## src/rtl/press_game_ctrl.sv

```systemverilog
// press_game_ctrl
//   Reaction game controller. A single lit LED sweeps left across eight
//   positions. The player presses BTN while the lit LED sits on TARGET.
//   A correct press scores a hit and every fourth hit raises the sweep speed.
//   A wrong press costs a life. When the last life is lost the game ends
//   until START is pressed again.
//
// Parameters
//   STEP_DIV    clock cycles per LED step at level 0 (>= 8)
//   SHOW_CYC    cycles the judged LED pattern is held (>= 1)
//   TARGET      one-hot winning LED position
//   LIVES_INIT  misses allowed per game (1..7)
//
// Ports
//   CLK          in   sole clock
//   RST_N        in   active-low reset: asserts asynchronously, releases synchronously
//   BTN          in   raw asynchronous player button
//   START        in   raw asynchronous start button
//   LEDS         out  [7:0] LED pattern
//   HIT          out  one-cycle pulse on a correct press (JUDGE only)
//   MISS         out  one-cycle pulse on a wrong press (JUDGE only)
//   SCORE        out  [3:0] hits this game, saturating at 15
//   LEVEL        out  [1:0] speed level 0..3
//   GAME_OVER    out  high while in OVER
//   o_dbg_state  out  [2:0] current FSM state (IDLE=0 SWEEP=1 JUDGE=2 SHOW=3 OVER=4)
//
// Handshakes: none. BTN and START are level inputs; only their rising edges
// act, one clean edge yields exactly one single-cycle internal pulse.

module press_game_ctrl #(
    parameter int          STEP_DIV   = 25_000_000,
    parameter int          SHOW_CYC   = 50_000_000,
    parameter logic [7:0]  TARGET     = 8'b0001_0000,
    parameter int          LIVES_INIT = 3
) (
    input  logic       CLK,
    input  logic       RST_N,
    input  logic       BTN,
    input  logic       START,
    output logic [7:0] LEDS,
    output logic       HIT,
    output logic       MISS,
    output logic [3:0] SCORE,
    output logic [1:0] LEVEL,
    output logic       GAME_OVER,
    output logic [2:0] o_dbg_state
);

    localparam int              SCW        = $clog2(STEP_DIV + 1);
    localparam int              SHW        = $clog2(SHOW_CYC + 1);
    localparam logic [SCW-1:0]  STEP_DIV_L = SCW'(STEP_DIV);
    localparam logic [SHW-1:0]  SHOW_LAST  = SHW'(SHOW_CYC - 1);
    localparam logic [2:0]      LIVES_L    = 3'(LIVES_INIT);

    typedef enum logic [2:0] {
        S_IDLE  = 3'd0,
        S_SWEEP = 3'd1,
        S_JUDGE = 3'd2,
        S_SHOW  = 3'd3,
        S_OVER  = 3'd4
    } state_t;

    // ------------------------------------------------------------------
    // Reset: assertion reaches every flop at once, release is retimed
    // through two flops so all logic leaves reset on the same clock edge.
    // ------------------------------------------------------------------
    logic [1:0] r_rst_sync;
    logic       w_rst_n;

    always_ff @(posedge CLK or negedge RST_N) begin
        if (!RST_N) r_rst_sync <= 2'b00;
        else        r_rst_sync <= {r_rst_sync[0], 1'b1};
    end

    assign w_rst_n = r_rst_sync[1];

    // ------------------------------------------------------------------
    // Button synchronizers and registered rising-edge detectors.
    // [0],[1] are the metastability pair, [2] holds the previous level.
    // ------------------------------------------------------------------
    logic [2:0] r_btn_sync;
    logic [2:0] r_start_sync;
    logic       r_btn_edge;
    logic       r_start_edge;

    always_ff @(posedge CLK or negedge w_rst_n) begin
        if (!w_rst_n) begin
            r_btn_sync   <= 3'b000;
            r_start_sync <= 3'b000;
            r_btn_edge   <= 1'b0;
            r_start_edge <= 1'b0;
        end else begin
            r_btn_sync   <= {r_btn_sync[1:0], BTN};
            r_start_sync <= {r_start_sync[1:0], START};
            r_btn_edge   <= r_btn_sync[1] & ~r_btn_sync[2];
            r_start_edge <= r_start_sync[1] & ~r_start_sync[2];
        end
    end

    // ------------------------------------------------------------------
    // Game state
    // ------------------------------------------------------------------
    state_t         r_state, w_state_nxt;
    logic [7:0]     r_leds, w_leds_nxt;
    logic           r_hit, w_hit_nxt;
    logic           r_miss, w_miss_nxt;
    logic [3:0]     r_score, w_score_nxt;
    logic [1:0]     r_level, w_level_nxt;
    logic [2:0]     r_lives, w_lives_nxt;
    logic           r_game_over, w_game_over_nxt;
    logic [SCW-1:0] r_step_cnt, w_step_cnt_nxt;
    logic [SHW-1:0] r_show_cnt, w_show_cnt_nxt;
    logic [7:0]     r_capture, w_capture_nxt;

    logic [SCW-1:0] w_step_lim;
    logic           w_step_last;
    logic [3:0]     w_score_inc;
    logic           w_new_game;

    assign w_step_lim  = STEP_DIV_L >> r_level;
    assign w_step_last = (r_step_cnt == w_step_lim - SCW'(1));
    assign w_score_inc = (r_score == 4'd15) ? 4'd15 : r_score + 4'd1;

    always_comb begin
        w_state_nxt     = r_state;
        w_leds_nxt      = r_leds;
        w_hit_nxt       = 1'b0;
        w_miss_nxt      = 1'b0;
        w_score_nxt     = r_score;
        w_level_nxt     = r_level;
        w_lives_nxt     = r_lives;
        w_game_over_nxt = r_game_over;
        w_step_cnt_nxt  = r_step_cnt;
        w_show_cnt_nxt  = r_show_cnt;
        w_capture_nxt   = r_capture;
        w_new_game      = 1'b0;

        case (r_state)
            S_IDLE: begin
                w_leds_nxt      = 8'h00;
                w_game_over_nxt = 1'b0;
                w_new_game      = r_start_edge;
            end

            S_SWEEP: begin
                if (r_btn_edge) begin
                    // The verdict is decided here so that the registered
                    // HIT/MISS/SCORE/LEVEL/lives values are live during the
                    // single JUDGE cycle. LEDS holds still on this edge, so
                    // a simultaneous terminal count keeps the pre-rotate value.
                    w_capture_nxt = r_leds;
                    w_state_nxt   = S_JUDGE;
                    if (r_leds == TARGET) begin
                        w_hit_nxt   = 1'b1;
                        w_score_nxt = w_score_inc;
                        if ((r_score != 4'd15) && (r_level != 2'd3) &&
                            ((w_score_inc == 4'd4) || (w_score_inc == 4'd8) ||
                             (w_score_inc == 4'd12))) begin
                            w_level_nxt = r_level + 2'd1;
                        end
                    end else begin
                        w_miss_nxt = 1'b1;
                        if (r_lives != 3'd0) w_lives_nxt = r_lives - 3'd1;
                    end
                end else if (w_step_last) begin
                    w_leds_nxt     = {r_leds[6:0], r_leds[7]};
                    w_step_cnt_nxt = '0;
                end else begin
                    w_step_cnt_nxt = r_step_cnt + SCW'(1);
                end
            end

            S_JUDGE: begin
                w_show_cnt_nxt = '0;
                if (r_miss && (r_lives == 3'd0)) begin
                    w_state_nxt     = S_OVER;
                    w_leds_nxt      = 8'hFF;
                    w_game_over_nxt = 1'b1;
                end else begin
                    w_state_nxt = S_SHOW;
                    w_leds_nxt  = r_capture;
                end
            end

            S_SHOW: begin
                w_leds_nxt = r_capture;
                if (r_show_cnt == SHOW_LAST) begin
                    w_state_nxt    = S_SWEEP;
                    w_leds_nxt     = 8'h01;
                    w_step_cnt_nxt = '0;
                end else begin
                    w_show_cnt_nxt = r_show_cnt + SHW'(1);
                end
            end

            S_OVER: begin
                w_leds_nxt      = 8'hFF;
                w_game_over_nxt = 1'b1;
                w_new_game      = r_start_edge;
            end

            default: begin
                w_state_nxt = S_IDLE;
                w_leds_nxt  = 8'h00;
            end
        endcase

        if (w_new_game) begin
            w_state_nxt     = S_SWEEP;
            w_score_nxt     = 4'd0;
            w_level_nxt     = 2'd0;
            w_lives_nxt     = LIVES_L;
            w_leds_nxt      = 8'h01;
            w_step_cnt_nxt  = '0;
            w_game_over_nxt = 1'b0;
        end
    end

    always_ff @(posedge CLK or negedge w_rst_n) begin
        if (!w_rst_n) begin
            r_state     <= S_IDLE;
            r_leds      <= 8'h00;
            r_hit       <= 1'b0;
            r_miss      <= 1'b0;
            r_score     <= 4'd0;
            r_level     <= 2'd0;
            r_lives     <= LIVES_L;
            r_game_over <= 1'b0;
            r_step_cnt  <= '0;
            r_show_cnt  <= '0;
            r_capture   <= 8'h00;
        end else begin
            r_state     <= w_state_nxt;
            r_leds      <= w_leds_nxt;
            r_hit       <= w_hit_nxt;
            r_miss      <= w_miss_nxt;
            r_score     <= w_score_nxt;
            r_level     <= w_level_nxt;
            r_lives     <= w_lives_nxt;
            r_game_over <= w_game_over_nxt;
            r_step_cnt  <= w_step_cnt_nxt;
            r_show_cnt  <= w_show_cnt_nxt;
            r_capture   <= w_capture_nxt;
        end
    end

    assign LEDS        = r_leds;
    assign HIT         = r_hit;
    assign MISS        = r_miss;
    assign SCORE       = r_score;
    assign LEVEL       = r_level;
    assign GAME_OVER   = r_game_over;
    assign o_dbg_state = r_state;

endmodule

```

## config.mk

```make
export PLATFORM = sky130hd
export DESIGN_NAME = press_game_ctrl
export DESIGN_NICKNAME = d
export VERILOG_FILES = /design/src/rtl/press_game_ctrl.sv
export SDC_FILE = /design/constraint.sdc
export NUM_CORES = 1
export LEC_CHECK = 0
export CORE_UTILIZATION = 45
export CTS_CLUSTER_SIZE = 25
export DETAILED_ROUTE_END_ITERATION = 8
export SYNTH_ARGS = -nofsm -noshare
export SYNTH_HDL_FRONTEND = slang
export SYNTH_SLANG_ARGS = --single-unit
```

## constraint.sdc

```tcl
create_clock -name CLK -period 6.6 [get_ports CLK]
set_input_delay 1.32 -clock CLK [delete_from_list [all_inputs] [get_ports CLK]]
set_output_delay 1.32 -clock CLK [all_outputs]
set_load 0.1 [all_outputs]
```

==> reports/results.txt <==
status - complete, no violations
Fin Setup TNS - 0 ns
buffers and inverters on the worst path - 1
Fmax - 268.4 MHz
# setup viols final - 0
largest net degree at the start of global routing - 74
crit share post-route - 56.44%
HPWL after DPL - 7277 µm
Max Cap Viol - 0
Root Buffer - clkbuf_8
die footprint - 0.01155 mm²
syn avg cell area - 9.838 µm²
Total GRT Usage - 19.87%
CTS tree - built
asr flop ratio synth - 100.0%
Worst Skew - 0.01543 ns
CTS Buffer Depth - 2
vias in the first global route - 3,757
H-tree depth - 3
Residual DRC - 0
Max VDD drop - 0.0002391 V
Crit. Startpoint - o_dbg_state[0]
CP delay by family, top - buffers and inverters
post-synth top area cell - dfrtp_1
min setup slack post-route - 2.875 ns
fillers - 1,015
core area - 0.01084 mm²
largest cells by area after synthesis - dfrtp_1, and3_1, mux2_2
min cycle time layout - 3.725 ns
Slew Limit Fails - 0
CP cell instances - clkdlybuf4s50_1
Critical Path Max Stage Delay - 1.26 ns
Worst path slowest cell - clkdlybuf4s50_1
Congestion Overflow GR - 0
Worst-Margin Slew - 0.9726 ns
Syn Nets - 526
Slew HR - 34.96%
Yosys warning total - 0
effective utilization at floorplan - 46.19%
Setup CP Type - reg2out
Die H - 107.5 µm
area grow syn2layout - 11.17%
fin cells - 667
CP Launch Type - flop
Pwr Total - 1.537 mW
clock-pin slew on the worst setup and hold paths - 0.09 ns
share of layout cells above drive strength 1 - 9.108%
length of the first detailed-routing pass in iterations - 5
commonest non-fill, non-tap cell in the layout - dfrtp_1
part of the Yosys area used for sequential elements - 46.03%
cts hold-fix bufs - 0
Final #Nets - 539
Worst-Skew Late Latency - 0.37 ns
top cell type's share of synthesized area - 44.98%
width of the die - 107.5 µm
final WL - 10,780 µm
DRT iter0 DRCs - 272
pre-CTS setup slack - 3.046 ns
ant diodes - 0
postcts setup bufs - 0
RSZ-0062 raised after global routing - false
Final ANT Viol Nets - 0
mapped cell area - 0.005007 mm²
Vias - 3,911
routed len/inst - 16.16 µm
io pins - 24
row cnt - 38
Synth cell types - 56
Lkg Pwr - 2.384 nW
crit end category - output pin
WP data required - 5.28 ns
Layout Utilization - 51.35%
initial antenna violation count - 0
Placer Congestion - 0.8001
Final Hold Vio Count - 0
Via density - 5.864
Placed Cells - 651
Worst Path Arrival - 2.41 ns
IO buf count - 23
Resize count post-CTS - 0
Max FO, Critical Path - 20
number of CTS-inserted buffers - 9
first-pass GRT wire length - 18,140 µm
register area - 0.002308 mm²
min-delay worst type - reg2async
multi-input logic area - 0.002531 mm²
prevailing post-synth register cell - dfrtp_1
number of synthesized register bits - 92
most frequent cells in the layout - dfrtp_1, nor2_1, nand2_1, and3_1, nand3_1
post-synthesis cell count - 509
Pwr Density - 276.0 mW/mm²
RR Startpoint - LEVEL[0]
number of flops mapped to enable cells by yosys - 0
clock sinks - 92
==> where the power goes <==
group / internal (mW) / total [mW] / switching (mW)
Sequential: 0.630 / 0.705 / 0.0754
Combinational: 0.128 / 0.391 / 0.263
Clock: 0.235 / 0.440 / 0.205
==> stage by stage <==
step,instance area (µm²),hold slack [ns]
2_1_floorplan,5007,0.3312
3_3_place_gp,5331,0.1947
3_5_place_dp,5331,0.1971
4_1_cts,5567,0.1955
5_1_grt,5567,0.2231
6_report,5567,0.1868
==> layout make-up <==
class	count	share of cell area, %
clock buffer	11	2.720
clock inverter	5	1.506
inverter	15	1.011
multi-input combinational	377	45.47
sequential	92	41.47
tap	140	3.147
timing repair buffer	27	4.675
==> synthesized netlist by cell type (3+ instances only) <==
cell	instances
xor2_1	19
clkbuf_1	15
nor4_1	6
o211ai_1	4
nand2b_1	8
a31oi_1	4
ha_1	13
dfrtp_1	90
mux2i_1	3
nor2b_1	4
a32oi_1	3
o41ai_1	6
a22oi_1	20
a21oi_1	16
inv_1	15
nor2_1	43
and3_1	30
o21ai_0	13
a221o_1	7
nand2_1	35
xnor2_1	15
nand4_1	18
buf_2	5
o31ai_1	17
and4_1	7
buf_6	3
nand3_1	27
or3_1	4
mux2_2	16
nor3_1	6
==> layer usage <==
metal  up-vias  GRT usage, %  part of all wire [%]
met5         -             0                     0
met4         0         6.067                  0.88
met3         9         3.269                   3.7
met2        64         31.09                    46
met1      1930         28.16                    49
li1       1908             -                     -
==> flip-flops by register name (all words and copies together) (netlist names) <==
signal and flops:
r_show_cnt 26, r_step_cnt 25, LEDS 8, r_capture 8
SCORE 4, o_dbg_state 3, r_btn_sync 3, r_lives 3
r_start_sync 3, LEVEL 2, r_rst_sync 2, GAME_OVER 1
HIT 1, MISS 1, r_btn_edge 1, r_start_edge 1
==> final timing paths <==
kind | endpoint | cells after the start | slack [ns]
max in group asynchronous | r_show_cnt[18] | 1 | 5.24
min in group CLK | r_btn_sync[1] | 0 | 0.36
min reg2reg | r_step_cnt[22] | 0 | 0.19
max reg2reg | r_step_cnt[14] | 8 | 3.06
max | o_dbg_state[0] | 1 | 2.87
min | r_step_cnt[22] | 0 | 0.19
==> kinds of logic after synthesis <==
kind of cell    Yosys count  share of synthesized area, %
flops                    92                         46.03
mux                      19                         4.198
simple gates            209                         22.46
compound gates          101                         14.44
xor+xnor                 34                         5.947
buf+inv                  40                         3.598
other cells               1                       0.07489
fa+ha+maj                13                         3.248
Note: power is estimated with default switching activity, not from simulation.
